==> src/rtl/mem_port_arbiter.sv <==
// Two-port round-robin arbiter in front of a single fixed-latency memory port.
// Port 0 is a read-only fetch port; port 1 handles loads and stores.
module mem_port_arbiter #(
    parameter int ADDR_WIDTH  = 9,
    parameter int XLEN        = 32,
    parameter int MEM_LATENCY = 1
) (
    input  logic                  clk,
    input  logic                  rst_n,
    input  logic                  req0_valid,
    input  logic [ADDR_WIDTH-1:0] req0_addr,
    output logic                  req0_ready,
    output logic                  rsp0_valid,
    output logic [XLEN-1:0]       rsp0_rdata,
    input  logic                  req1_valid,
    input  logic                  req1_we,
    input  logic [ADDR_WIDTH-1:0] req1_addr,
    input  logic [XLEN-1:0]       req1_wdata,
    input  logic [XLEN/8-1:0]     req1_be,
    output logic                  req1_ready,
    output logic                  rsp1_valid,
    output logic [XLEN-1:0]       rsp1_rdata,
    output logic                  mem_en,
    output logic                  mem_we,
    output logic [ADDR_WIDTH-1:0] mem_addr,
    output logic [XLEN-1:0]       mem_wdata,
    output logic [XLEN/8-1:0]     mem_be,
    input  logic [XLEN-1:0]       mem_rdata
);

    typedef enum logic [1:0] {IDLE, ISSUE, WAIT, RESP} state_t;

    state_t     state;
    logic [3:0] lat_cnt;
    logic       last_grant;
    logic       port;
    logic       store;
    logic       grant;
    logic       accept;

    // grant = 1 selects port 1; on a tie the port not served last wins
    assign grant      = (req0_valid && req1_valid) ? ~last_grant : req1_valid;
    assign req0_ready = rst_n && (state == IDLE) && req0_valid && !grant;
    assign req1_ready = rst_n && (state == IDLE) && req1_valid && grant;
    assign accept     = req0_ready || req1_ready;

    always_ff @(posedge clk or negedge rst_n) begin
        if (!rst_n) begin
            state      <= IDLE;
            lat_cnt    <= '0;
            last_grant <= 1'b1;
            port       <= 1'b0;
            store      <= 1'b0;
            mem_en     <= 1'b0;
            mem_we     <= 1'b0;
            mem_addr   <= '0;
            mem_wdata  <= '0;
            mem_be     <= '0;
            rsp0_valid <= 1'b0;
            rsp1_valid <= 1'b0;
            rsp0_rdata <= '0;
            rsp1_rdata <= '0;
        end else begin
            case (state)
                IDLE: begin
                    if (accept) begin
                        port       <= grant;
                        last_grant <= grant;
                        store      <= grant & req1_we;
                        mem_en     <= 1'b1;
                        mem_we     <= grant & req1_we;
                        mem_addr   <= grant ? req1_addr : req0_addr;
                        mem_wdata  <= grant ? req1_wdata : '0;
                        mem_be     <= grant ? req1_be : '1;
                        state      <= ISSUE;
                    end
                end
                ISSUE: begin
                    mem_en  <= 1'b0;
                    mem_we  <= 1'b0;
                    lat_cnt <= 4'(MEM_LATENCY);
                    state   <= WAIT;
                end
                WAIT: begin
                    lat_cnt <= lat_cnt - 4'd1;
                    // Last wait cycle: memory data is valid on mem_rdata now
                    if (lat_cnt == 4'd1) begin
                        if (port) begin
                            rsp1_valid <= 1'b1;
                            rsp1_rdata <= store ? '0 : mem_rdata;
                        end else begin
                            rsp0_valid <= 1'b1;
                            rsp0_rdata <= mem_rdata;
                        end
                        state <= RESP;
                    end
                end
                RESP: begin
                    rsp0_valid <= 1'b0;
                    rsp1_valid <= 1'b0;
                    state      <= IDLE;
                end
                default: state <= IDLE;
            endcase
        end
    end

endmodule

==> config.mk <==
export PLATFORM = sky130hd
export DESIGN_NAME = mem_port_arbiter
export DESIGN_NICKNAME = d
export VERILOG_FILES = /design/src/rtl/mem_port_arbiter.sv
export SDC_FILE = /design/constraint.sdc
export NUM_CORES = 1
export LEC_CHECK = 0
export CAP_MARGIN = 20
export CORE_ASPECT_RATIO = 0.8
export CORE_UTILIZATION = 43
export DETAILED_ROUTE_END_ITERATION = 10
export PLACE_DENSITY = 0.8
export SYNTH_ARGS = -nofsm -noshare
export SYNTH_HDL_FRONTEND = slang
export SYNTH_SLANG_ARGS = --single-unit
==> constraint.sdc <==
create_clock -name clk -period 2.3 [get_ports clk]
set_input_delay 0.46 -clock clk [delete_from_list [all_inputs] [get_ports clk]]
set_output_delay 0.46 -clock clk [all_outputs]
set_load 0.01 [all_outputs]
==> run_results.csv, run 1 <==
group,metric,value,unit
critical_path,reg2reg_setup_slack,0.34,ns
timing,clock.fmax,0.4520,GHz
drt,drt-pass1-iter-count,4,
timing,min_period,2.213,ns
critical_path,path_class,"input port to primary output",
critical_path,rr_worst_depth,6,
yosys,avgSynthCellArea,13.70,sq um
floorplan,ios,206,
timing,hold_viol_final,0,
cells_and_area,final-seq-area,3054,sq um
floorplan,coreArea,11060,sq um
power_and_ir_drop,ir_drop,0.7926,mV
yosys,synth_top_area_cell,"dfrtp_1",
timing,clock_skew,0.007488,ns
cells_and_area,multiInputGateArea,1785,sq um
global_route,antenna_found_initial,0,
timing,max_slew_margin,73.54,%
placement,globalplace.congestion,0.7637,
yosys,synth_cell_type_count,34,
run,maxCapViolCount,0,
yosys,synth-seq-cells,122,
clock_network,numCtsBuffers,17,
drt,antenna_left,0,
floorplan,initial_core_util,44.97,%
power_and_ir_drop,p_leak,3.443,nW
timing,drv_slew,0,
drt,avgRoutedWirePerCell,17.63,um
placement,place_area,7257,sq um
yosys,async_flop_share,100.0,%
clock_network,clkSlewWorstSetupHoldPaths,0.06,ns
yosys,synth_warnings,0,
cells_and_area,final_cells,742,
power_and_ir_drop,power_density,1504,nW/um^2
timing,tightest_slew,0.3969,ns
cells_and_area,design_area,7964,sq um
critical_path,crit_path_end_kind,"primary output",
yosys,ys_top_cells_by_area,"dfrtp_1, mux2_2, a22o_1",
global_route,grt_usage,22.89,%
global_route,grt_pass1_wl,20540,um
clock_network,cts_tree,"built",
yosys,synthFlopType,"dfrtp_1",
clock_network,post_cts_buffers,0,
outcome,status,"complete, no violations",
drt,wl,13080,um
drt,first_iter_violations,142,
timing,post-route-period-util,96.20,%
clock_network,clkLatencyLatePin,0.40,ns
timing,setup_violations,0,
floorplan,die-area,12000,sq um
cells_and_area,fillers,735,
critical_path,required,1.84,ns
clock_network,cts-htree-levels,4,
cells_and_area,area.growth.synth_to_final,60.13,%
yosys,synth_edf_count,0,
floorplan,die_x,122.2,um
placement,dp_cells,708,
drt,via_per_inst,5.146,
cells_and_area,nets,682,
floorplan,fp.dieH,98.20,um
timing,hold_ws,0.4891,ns
critical_path,worstSetupStartpointType,"input port",
yosys,syn_area,4974,sq um
drt,vias,3818,
critical_path,arrival,1.75,ns
yosys,synthCells,363,
floorplan,rows,34,
clock_network,numClockSinks,122,
yosys,synth_common_cells,"dfrtp_1, mux2_2, a22o_1, nor2b_1, nand2_1",
yosys,synth_top_cell_area_share,60.88,%
clock_network,cts_max_path_buffers,2,
yosys,synth_fp_nets,460,
clock_network,root_buffer,"clkbuf_16",
global_route,grt_max_degree,82,
timing,rsz0062_at_grt,"false",
placement,dp_hpwl,9171,um
placement,io_buffers,205,
worst_hold_path,min_path_type,"input port to async pin",
yosys,synth.most_common_cell,"dfrtp_1",
yosys,yosysSeqAreaShare,61.41,%
cells_and_area,diodes,0,
cells_and_area,drive_above_1_share,20.40,%
critical_path,crit_fanout,11,
drt,drc,0,
global_route,grt_pass1_vias,3989,
global_route,globalRouteOverflowTotal,0,
## state kept, by name, indices dropped and copies added (netlist names), 2 cells and up
name	cells
rsp1_rdata	32
state	2
lat_cnt	4
mem_wdata	32
mem_addr	9
rsp0_rdata	32
mem_be	4
## where the power goes
part,switching [mW],total (mW),leakage [nW],internal (mW)
Combinational,2.05,5.15,1.65,3.10
Clock,0.926,2.98,0.319,2.05
Sequential,0.628,3.85,1.48,3.22
## timing repair
item                                    in CTS  in global routing
resized for setup                            3                  1
endpoints found under the hold margin        3                  0
endpoints found under the setup margin       2                  1
hold buffers                                 1                  0
## worst paths after layout
kind / startpoint / to
min reg2reg: mem_be[3] / mem_be[3]
max in group asynchronous: rst_n / lat_cnt[0]
min in group clk: mem_be[3] / mem_be[3]
max reg2reg: lat_cnt[1] / rsp0_rdata[17]
min: rst_n / mem_addr[0]
max: rst_n / req0_ready
## kinds of logic (layout without fill, tap and decap cells)
logic type                 Yosys count  count (layout)  synth area share, %
DFF                                122             122                61.41
AOI/OAI and AO/OA                   76              76                12.00
muxes                               65              65                14.72
and+or+nand+nor                     64              64                7.446
buffers and inverters               30             265                2.918
adders and majority gates            6               6                1.509
## per-stage QoR
| stage | setup WS, ns | utilization (%) | power (mW) | TNS [ns] |
|---|---|---|---|---|
| 2_1_floorplan | 0.4675 | - | 6.204 | 0 |
| 3_5_place_dp | -0.08361 | 65.61 | 9.025 | -0.1190 |
| 3_3_place_gp | -0.06413 | 65.61 | 8.846 | -0.07540 |
| 6_report | 0.08750 | 72.00 | 11.98 | 0 |
| 5_1_grt | 0.01896 | 72.00 | 12.66 | 0 |
| 4_1_cts | 0.06672 | 71.72 | 12.09 | 0 |
## cells in the final DEF (no fill, tap or decap), types with 2 or more instances in the layout
master,Yosys,final
a2bb2oi_1,9,9
a21oi_1,11,11
o211ai_1,3,3
dfrtp_1,121,121
a22o_1,33,33
mux2_1,2,2
ha_1,6,5
dlygate4sd2_1,0,2
clkinvlp_4,0,3
nor2_1,4,4
buf_12,0,2
o22a_1,5,5
nand2_1,14,14
nand3b_1,2,2
nor2b_1,33,33
buf_4,0,16
o21ai_0,7,7
inv_1,7,7
nand3_1,6,6
bufinv_16,0,6
mux2_2,63,63
clkbuf_16,0,17
clkinv_2,0,4
clkdlybuf4s50_1,0,202
## worst max-delay path, cell delays in order
cell,delay [ns]
dlygate4sd3_1,0.59
buf_6,0.18
nand3_1,0.11
nor2_1,0.13
dlygate4sd2_1,0.28
## routing by layer
metal	global-route usage, %	vias up	part of all wire [%]	wire length [um]
li1	-	1748	-	-
met4	8.724	0	1.3	172
met3	8.528	17	9.4	1227
met2	36.00	171	47	6207
met1	28.65	1882	42	5471
met5	0	-	0	0
## area by class of cell
type                            count  share of cell area [%]
Inverter                            8                  0.3771
Clock inverter                     13                   2.797
Multi-Input combinational cell    211                   22.42
Clock buffer                       19                   5.562
Tap cell                          144                   2.262
Timing Repair Buffer              225                   28.23
Sequential cell                   122                   38.35
Note: power is estimated with default switching activity, not from simulation.
==> inputs of run 2 (changes only) <==
- SKIP_LAST_GASP: unset -> 1
==> run_results.csv, run 2 (synthesized netlist as in run 1, its figures left out) <==
group,metric,value,unit
outcome,status,"complete, no violations",
clock_network,clkSlewWorstSetupHoldPaths,0.06,ns
power_and_ir_drop,p_leak,3.458,nW
timing,setup_slack,0.1055,ns
floorplan,ios,206,
timing,rsz0062_at_grt,"false",
global_route,antenna_found_initial,0,
floorplan,die_x,122.2,um
timing,post-route-period-util,95.42,%
placement,pre_cts_ws,-0.08361,ns
critical_path,required,1.84,ns
critical_path,crit_path_end_kind,"primary output",
power_and_ir_drop,ir_drop,0.7927,mV
clock_network,cts_max_path_buffers,2,
drt,drt-pass1-iter-count,6,
timing,min_period,2.195,ns
global_route,grt_max_degree,82,
critical_path,crit_end,"req0_ready",
drt,drc,0,
timing,hold_viol_final,0,
drt,avgRoutedWirePerCell,17.77,um
cells_and_area,area.growth.synth_to_final,60.50,%
critical_path,timing.rr.end,"rsp0_rdata[17]",
power_and_ir_drop,power_density,1506,nW/um^2
clock_network,root_buffer,"clkbuf_16",
critical_path,worstSetupStartpointType,"input port",
floorplan,rows,34,
critical_path,arrival,1.73,ns
global_route,grt_pass1_vias,4013,
critical_path,path_class,"input port to primary output",
clock_network,numCtsBuffers,17,
clock_network,clkLatencyLatePin,0.40,ns
critical_path,rr_worst_depth,6,
cells_and_area,final_cell_mix,"clkdlybuf4s50_1, dfrtp_1, mux2_2",
drt,vias,3824,
global_route,globalRouteOverflowTotal,0,
placement,dp_cells,708,
timing,drv_slew,0,
cells_and_area,fillers,731,
timing,clock_skew,0.007200,ns
drt,first_iter_violations,143,
clock_network,numClockSinks,122,
critical_path,reg2reg_setup_slack,0.35,ns
floorplan,initial_core_util,44.97,%
timing,clock.fmax,0.4557,GHz
placement,globalplace.congestion,0.7637,
placement,io_buffers,205,
floorplan,fp.dieH,98.20,um
drt,wl,13190,um
drt,via_per_inst,5.154,
cells_and_area,drive_above_1_share,20.74,%
run,maxCapViolCount,0,
drt,antenna_left,0,
worst_hold_path,min_path_type,"input port to async pin",
cells_and_area,final_common_cell,"clkdlybuf4s50_1",
timing,tightest_slew,0.3931,ns
critical_path,crit_fanout,11,
critical_path,r2r_start,"lat_cnt[1]",
clock_network,cts-htree-levels,4,
floorplan,coreArea,11060,sq um
cells_and_area,final_cells,742,
cells_and_area,nets,682,
cells_and_area,diodes,0,
critical_path,startpoint,"req1_valid",
cells_and_area,largestRegisters,"mem_wdata x32, rsp0_rdata x32, rsp1_rdata x32",
timing,max_slew_margin,73.79,%
clock_network,post_cts_buffers,0,
global_route,grt_pass1_wl,20590,um
placement,dp_hpwl,9171,um
floorplan,die-area,12000,sq um
clock_network,cts_tree,"built",
timing,setup_violations,0,
global_route,grt_usage,22.97,%
[run 2: final cells by class]
class                           instances  area [sq um]  share of cell area, %
Clock buffer                           19         442.9                  5.549
Clock inverter                         13         222.7                  2.790
Inverter                                8         30.03                 0.3762
Multi-Input combinational cell        211          1804                  22.60
Sequential cell                       122          3054                  38.26
Tap cell                              144         180.2                  2.257
Timing Repair Buffer                  225          2248                  28.17
[run 2: metal layers]
layer	share of wire, %	global-route usage (%)
met3	9.1	8.528
met1	42	28.42
met4	1.6	8.724
met2	47	36.52
met5	0	0
[run 2: what timing repair did]
| action | in CTS | in global routing |
|---|---|---|
| hold buffers | 1 | 0 |
| endpoints found under the setup margin | 2 | 1 |
| resized for setup | 2 | 4 |
| hold endpoints to repair | 3 | 0 |
[run 2: power by group]
part | total (mW) | internal, mW | switching [mW]
sequential | 3.85 | 3.22 | 0.629
combinational | 5.19 | 3.13 | 2.07
clock | 2.98 | 2.05 | 0.927
[run 2: critical path, stage by stage]
cell	delay, ns
clkdlybuf4s50_1	0.47
a21boi_2	0.23
buf_4	0.22
nor2_1	0.07
dlygate4sd2_1	0.28
[run 2: worst min path at each step]
| stage | endpoint | depth (start not counted) |
|---|---|---|
| floorplan | lat_cnt[0] | 0 |
| global placement | mem_addr[1] | 1 |
| detailed placement | mem_addr[1] | 1 |
| CTS | mem_addr[8] | 2 |
| global route | mem_be[3] | 2 |
| finish | mem_be[3] | 2 |
[run 2: per-stage QoR]
| stage | util, % | area, sq um | total power, mW | setup TNS [ns] | hold WS (ns) |
|---|---|---|---|---|---|
| after global placement | 65.61 | 7257 | 8.846 | -0.07540 | 0.2988 |
| after floorplan | - | 4974 | 6.204 | 0 | 0.1644 |
| after detailed placement | 65.61 | 7257 | 9.025 | -0.1190 | 0.2994 |
| after CTS | 71.73 | 7934 | 12.09 | -0.09025 | 0.09280 |
| after global routing | 72.17 | 7983 | 12.71 | 0 | 0.09340 |
| final | 72.17 | 7983 | 12.02 | 0 | 0.08958 |
